### config.mk
export PLATFORM = sky130hd
export DESIGN_NAME = shake_squeeze_flat
export DESIGN_NICKNAME = d
export VERILOG_FILES = /design/src/rtl/shake_squeeze_if.sv /design/src/rtl/shake_squeeze.sv /design/src/flat_wrapper.sv
export SDC_FILE = /design/constraint.sdc
export NUM_CORES = 2
export LEC_CHECK = 0
export ABC_AREA = 0
export CORE_AREA = 2 2 650 652
export CTS_CLUSTER_SIZE = 30
export DETAILED_ROUTE_END_ITERATION = 10
export DIE_AREA = 0 0 652 654
export GPL_TIMING_DRIVEN = 0
export PLACE_DENSITY = 0.36
export SLEW_MARGIN = 20
export SYNTH_ARGS = -nofsm -noshare
export SYNTH_HDL_FRONTEND = slang
export SYNTH_SLANG_ARGS = --single-unit
### constraint.sdc
create_clock -name clk -period 50.9 [get_ports clk]
set_input_delay 10.18 -clock clk [delete_from_list [all_inputs] [get_ports clk]]
set_output_delay 10.18 -clock clk [all_outputs]
set_load 0.1 [all_outputs]
### src/rtl/shake_squeeze_if.sv
// Handshake bundle between the SHAKE squeeze reader, the permutation core and the
// output consumer. The slave modport is the squeeze block's view.
interface shake_squeeze_if #(
  parameter int LEN_W = 16
);
  logic                     start;
  logic [LEN_W-1:0]         out_words;
  logic                     busy;
  logic [0:4][0:4][63:0]    A_in;
  logic                     st_valid;
  logic                     st_ready;
  logic                     perm_req;
  logic [63:0]              out_data;
  logic                     out_valid;
  logic                     out_ready;
  logic                     out_last;
  logic                     done;

  modport slave (
    input  start, out_words, A_in, st_valid, out_ready,
    output busy, st_ready, perm_req, out_data, out_valid, out_last, done
  );

  modport master (
    output start, out_words, A_in, st_valid, out_ready,
    input  busy, st_ready, perm_req, out_data, out_valid, out_last, done
  );
endinterface

### src/rtl/shake_squeeze.sv
// SHAKE squeeze reader: captures the rate lanes of a permuted Keccak state and
// streams them as 64-bit words, asking the core for another permutation as needed.
module shake_squeeze #(
  parameter int RATE_LANES = 17,
  parameter int LEN_W      = 16
) (
  input  logic           clk,
  input  logic           rst,
  shake_squeeze_if.slave bus
);

  typedef enum logic [1:0] {IDLE, WAIT_ST, EMIT, REQ} state_t;

  localparam logic [4:0] LAST_LANE = 5'(RATE_LANES - 1);

  state_t            state, state_n;
  logic [LEN_W-1:0]  rem, rem_n;
  logic [4:0]        lane, lane_n;
  logic [4:0]        lane_inc;
  logic              cap;
  logic              busy_r, busy_n;
  logic              done_r, done_n;
  logic              perm_req_r, perm_req_n;
  logic              out_valid_r, out_valid_n;
  logic              out_last_r, out_last_n;
  logic [63:0]       out_data_r, out_data_n;
  logic [63:0]       flat [25];
  logic [63:0]       lane_buf [RATE_LANES];

  // FIPS 202 lane order: lane i sits at x = i mod 5, y = i div 5
  for (genvar y = 0; y < 5; y++) begin : g_y
    for (genvar x = 0; x < 5; x++) begin : g_x
      assign flat[x + 5*y] = bus.A_in[x][y];
    end
  end

  assign lane_inc     = lane + 5'd1;
  assign bus.st_ready = (state == WAIT_ST);
  assign bus.busy     = busy_r;
  assign bus.done     = done_r;
  assign bus.perm_req = perm_req_r;
  assign bus.out_valid = out_valid_r;
  assign bus.out_last = out_last_r;
  assign bus.out_data = out_data_r;

  always_comb begin
    state_n     = state;
    rem_n       = rem;
    lane_n      = lane;
    cap         = 1'b0;
    busy_n      = busy_r;
    done_n      = 1'b0;
    perm_req_n  = 1'b0;
    out_valid_n = out_valid_r;
    out_last_n  = out_last_r;
    out_data_n  = out_data_r;
    case (state)
      IDLE: begin
        if (bus.start) begin
          rem_n = bus.out_words;
          if (bus.out_words == '0) begin
            done_n = 1'b1;
          end else begin
            busy_n  = 1'b1;
            state_n = WAIT_ST;
          end
        end
      end
      WAIT_ST: begin
        if (bus.st_valid) begin
          cap         = 1'b1;
          lane_n      = 5'd0;
          out_valid_n = 1'b1;
          out_data_n  = flat[0];
          out_last_n  = (rem == LEN_W'(1));
          state_n     = EMIT;
        end
      end
      EMIT: begin
        if (bus.out_ready) begin
          rem_n  = rem - LEN_W'(1);
          lane_n = lane_inc;
          if (rem == LEN_W'(1)) begin
            out_valid_n = 1'b0;
            out_last_n  = 1'b0;
            done_n      = 1'b1;
            busy_n      = 1'b0;
            state_n     = IDLE;
          end else if (lane == LAST_LANE) begin
            // rate exhausted with words still owed: ask the core to permute again
            out_valid_n = 1'b0;
            out_last_n  = 1'b0;
            perm_req_n  = 1'b1;
            state_n     = REQ;
          end else begin
            out_data_n = lane_buf[lane_inc];
            out_last_n = (rem == LEN_W'(2));
          end
        end
      end
      REQ: begin
        state_n = WAIT_ST;
      end
      default: state_n = IDLE;
    endcase
  end

  always_ff @(posedge clk or posedge rst) begin
    if (rst) begin
      state       <= IDLE;
      rem         <= '0;
      lane        <= '0;
      busy_r      <= 1'b0;
      done_r      <= 1'b0;
      perm_req_r  <= 1'b0;
      out_valid_r <= 1'b0;
      out_last_r  <= 1'b0;
      out_data_r  <= '0;
      for (int i = 0; i < RATE_LANES; i++) lane_buf[i] <= '0;
    end else begin
      state       <= state_n;
      rem         <= rem_n;
      lane        <= lane_n;
      busy_r      <= busy_n;
      done_r      <= done_n;
      perm_req_r  <= perm_req_n;
      out_valid_r <= out_valid_n;
      out_last_r  <= out_last_n;
      out_data_r  <= out_data_n;
      if (cap) begin
        for (int i = 0; i < RATE_LANES; i++) lane_buf[i] <= flat[i];
      end
    end
  end

endmodule

### src/flat_wrapper.sv
// flat-port wrapper written by rule: the top's interface ports become plain ports
module shake_squeeze_flat 
#(
  parameter int RATE_LANES = 17,
  parameter int LEN_W      = 16
)
  (clk, rst, bus_start, bus_out_words, bus_A_in, bus_st_valid, bus_out_ready, bus_busy, bus_st_ready, bus_perm_req, bus_out_data, bus_out_valid, bus_out_last, bus_done);
  shake_squeeze_if #(.LEN_W(LEN_W)) bus_i ();
  input  logic clk;
  input  logic rst;
  input wire logic [$bits(bus_i.start)-1:0] bus_start;
  input wire logic [$bits(bus_i.out_words)-1:0] bus_out_words;
  input wire logic [$bits(bus_i.A_in)-1:0] bus_A_in;
  input wire logic [$bits(bus_i.st_valid)-1:0] bus_st_valid;
  input wire logic [$bits(bus_i.out_ready)-1:0] bus_out_ready;
  output wire logic [$bits(bus_i.busy)-1:0] bus_busy;
  output wire logic [$bits(bus_i.st_ready)-1:0] bus_st_ready;
  output wire logic [$bits(bus_i.perm_req)-1:0] bus_perm_req;
  output wire logic [$bits(bus_i.out_data)-1:0] bus_out_data;
  output wire logic [$bits(bus_i.out_valid)-1:0] bus_out_valid;
  output wire logic [$bits(bus_i.out_last)-1:0] bus_out_last;
  output wire logic [$bits(bus_i.done)-1:0] bus_done;
  assign bus_i.start = bus_start;
  assign bus_i.out_words = bus_out_words;
  assign bus_i.A_in = bus_A_in;
  assign bus_i.st_valid = bus_st_valid;
  assign bus_i.out_ready = bus_out_ready;
  assign bus_busy = bus_i.busy;
  assign bus_st_ready = bus_i.st_ready;
  assign bus_perm_req = bus_i.perm_req;
  assign bus_out_data = bus_i.out_data;
  assign bus_out_valid = bus_i.out_valid;
  assign bus_out_last = bus_i.out_last;
  assign bus_done = bus_i.done;
  shake_squeeze #(.RATE_LANES(RATE_LANES), .LEN_W(LEN_W)) u_core (.clk(clk), .rst(rst), .bus(bus_i));
endmodule
==> key figures <==
Timing
  • Final Hold Viols: 0
  • Final period util: 26.0%
  • Final setup violation count: 0
  • Final TNS setup: 0 ns
  • RSZ-0062 raised after global routing: false
  • Final period demand of the worst path: 13.25 ns
  • Setup slack after layout: 37.65 ns
  • Setup Skew: 0.0732 ns
  • Worst slew pin tran: 1.17 ns
  • Slew Viols, Final: 0
  • F_max: 75.5 MHz
  • Slew headroom: 22.0%

Synthesis
  • Async S/R FF share, synth: 100%
  • Yosys warns: 0
  • Syn Nets: 5670
  • Seq/Total Area, Yosys: 55.2%
  • Cell Area, Synth: roughly 0.054 mm^2
  • Syn_area_per_cell: approximately 13 um^2
  • Commonest register cell after synthesis: dfrtp_1
  • Main area contributors after synthesis: dfrtp_1 (55%), mux2_2 (23%), mux4_2 (5.5%)
  • Netlist cell types: 66
  • Gate Count Post-Synth: 4041
  • Post-synth EDFFs: 0
  • Register bit total from synthesis: 1180
  • Synth area leader: dfrtp_1
  • Synth top area share: 55.2%

Global routing
  • GRT Total Usage: 16.3%
  • Vias in the first global route: ~43000
  • Total global routing overflow: 0
  • First-pass GRT wire length: 454 mm
  • Initial antenna violation count: 292
  • Pin count of the biggest net entering global routing: 97

Die
  • Initial Util: about 13%
  • DIE AREA: ~0.43 mm^2
  • Die Y: 654 um
  • Chip width: 652 um
  • Rows: 238
  • I/O pins: 1691
  • Core Box Area: 0.419 mm^2

Finish
  • # nets final: 7053
  • Most common cell after layout, fill and taps aside: dfrtp_1
  • Final Non-Filler Cells: 11100
  • Syn-to-layout area delta: 47.1%
  • Post-route cell area: slightly below 0.08 mm^2
  • Commonest non-fill, non-tap cells in the layout: dfrtp_1 (1180), clkdlybuf4s50_1 (1134), mux2_2 (1088), nand2_1 (526), clkbuf_1 (182)
  • Fraction of layout cells with a size suffix above 1: 31.4%
  • Final core utilization: 18.8%

Route
  • WL final: 357 mm
  • TritonRoute pass-1 iters: 6
  • Vias per std cell: 3.71
  • Avg WL per Cell: between 30 and 40 um
  • Initial drt markers: 2219
  • DR vias: 41300
  • DRC viols: 0
  • ANT nets after route: 0

Pwr
  • Worst vdd ir: 0.0353 mV
  • Pint: 2.99 mW
  • PwrDens: 62.5 mW/mm^2
  • Clock share of power: 25.2%
  • Seq pwr share: 35.9%
  • Switching Fraction: 39.3%
  • Combinational share of power: 38.9%
  • LEAKAGE: 30.0 nW
  • P_sw: slightly below 2 mW

Place
  • Post-placement setup slack: around 37 ns
  • Port Buf Inserts: 1178
  • DP Cell Count: 10800
  • DP Area: between 0.07 and 0.08 mm^2
  • Dpl hpwl: 300 mm
  • Gpl congestion: 0.818

CTS
  • Post-CTS Hold Fix Bufs: 0
  • Cts bufs inserted: 169
  • Clock insertion delay at the later pin of the skew report: 0.90 ns
  • CTS Sinks: 1180
  • CTS tree: yes
  • Root Buffer: clkbuf_16
  • CTS clk-pin slew, worst paths: ~0.060 ns
  • Maximum clock path buffer count: 4
  • Post-CTS Setup Bufs: 0
  • CTS resizes: 0
  • H-tree levels: 4

Status
  • Status: finished clean

Critical path
  • CP max stage cell: nand2_1
  • Crit-path cells: clkdlybuf4s50_1 > nand2_1 > clkbuf_2 > buf_16 > clkbuf_2 > buf_2 > mux2_2
  • Kind of critical path: in2reg
  • Biggest cell delay along the critical path: between 0.7 and 0.8 ns
  • CP Data Arrival Time: 13.97 ns
  • Required @ worst endpoint: 51.62 ns
  • Worst setup SP type: input pin
  • Crit end category: register
  • CP dominant cell by count: clkbuf_2
  • CP max FO: 11

Job
  • Max cap viols: 0

Worst hold path
  • Hold Path Class: reg2reg
## power by group through the flow
stage	clock (mW)	sequential [mW]	combinational, mW
after floorplan	0	1.76	1.08
after detailed placement	0	1.79	1.97
after global routing	1.32	1.82	2.06
after global placement	0	1.79	1.94
after CTS	1.29	1.77	1.98
final	1.24	1.77	1.91
## worst paths after layout
path	startpoint	endpoint	slack, ns	cells past startpoint
max	bus_st_valid	u_core.lane_buf[563]	37.65	7
max in group asynchronous	rst	u_core.lane_buf[278]	38.41	7
min in group asynchronous	rst	u_core.lane_buf[625]	9.76	2
min reg2reg	u_core.bus.out_last	u_core.bus.out_last	0.50	2
max reg2reg	u_core.lane[0]	u_core.bus.out_data[56]	45.26	11
min	u_core.bus.out_last	u_core.bus.out_last	0.50	2
## routing by layer
layer	GRT usage [%]	part of all wire [%]	vias to the layer above
met2	28.8	50	1610
met3	4.20	6.4	664
met4	4.35	3.1	136
met1	19.3	40	21300
li1	-	-	17600
met5	0	0.23	-
## stage by stage
step | hold WS, ns | power (mW)
floorplan | 0.474 | 2.84
detailed placement | 0.486 | 3.76
finish | 0.495 | 4.92
global placement | 0.482 | 3.74
global route | 0.507 | 5.21
CTS | 0.499 | 5.04
## flip-flops by register name, indices dropped and copies added, names as in the netlist
register,cells
u_core.state,2
u_core.bus.out_data,64
u_core.lane,5
u_core.bus.perm_req,1
u_core.rem,16
u_core.bus.done,1
u_core.lane_buf,1088
u_core.bus.out_last,1
u_core.bus.out_valid,1
u_core.bus.busy,1
## Yosys cell counts (3+ instances only)
cell type and instances:
nand4_1 65, o31ai_2 33, and3_1 4, a31oi_1 68
nor2b_1 7, and2_1 3, mux4_2 130, nor2_1 18
clkbuf_1 173, dfrtp_1 1180, o31ai_1 31, buf_1 19
buf_4 7, nor4_1 5, nand3b_1 4, inv_1 12
buf_6 6, o21ai_0 19, nand2b_1 65, a32oi_1 63
buf_2 93, nor3b_1 5, nor3_1 10, nand3_1 140
nand2_1 527, o22ai_1 9, mux2_2 1088, a21oi_1 143
ha_1 8, mux2i_1 63
## worst max-delay path, delay by kind of cell
family	cells	cell delay (ns)
buf+inv	5	2.55
mux	1	0.40
simple gates	1	0.75
## final cells by class
class / count / area (um^2)
multi-input cells: 2551 / 22700
repair buffers: 1212 / 12400
well taps: 5520 / 6910
clock inverters: 55 / 738
clock buffers: 244 / 4930
inverters: 12 / 52.6
diodes: 71 / 178
flip-flops and latches: 1180 / 29500
fillers: 45800 / 341000
plain buffers: 298 / 1340
## kinds of logic (layout without fill, tap and decap cells)
group,count (synthesis),in the layout,share of synthesized area (%)
AND/OR/NAND/NOR,868,868,7.37
adder cells (fa/ha/maj),8,8,0.187
flip-flops,1180,1180,55.2
AO/OA/AOI/OAI,390,390,5.11
buffers and inverters,310,1821,2.53
other,0,71,0
multiplexers,1282,1282,29.6
XOR/XNOR,3,3,0.0631
No activity file was read; power rests on OpenSTA's default activity.
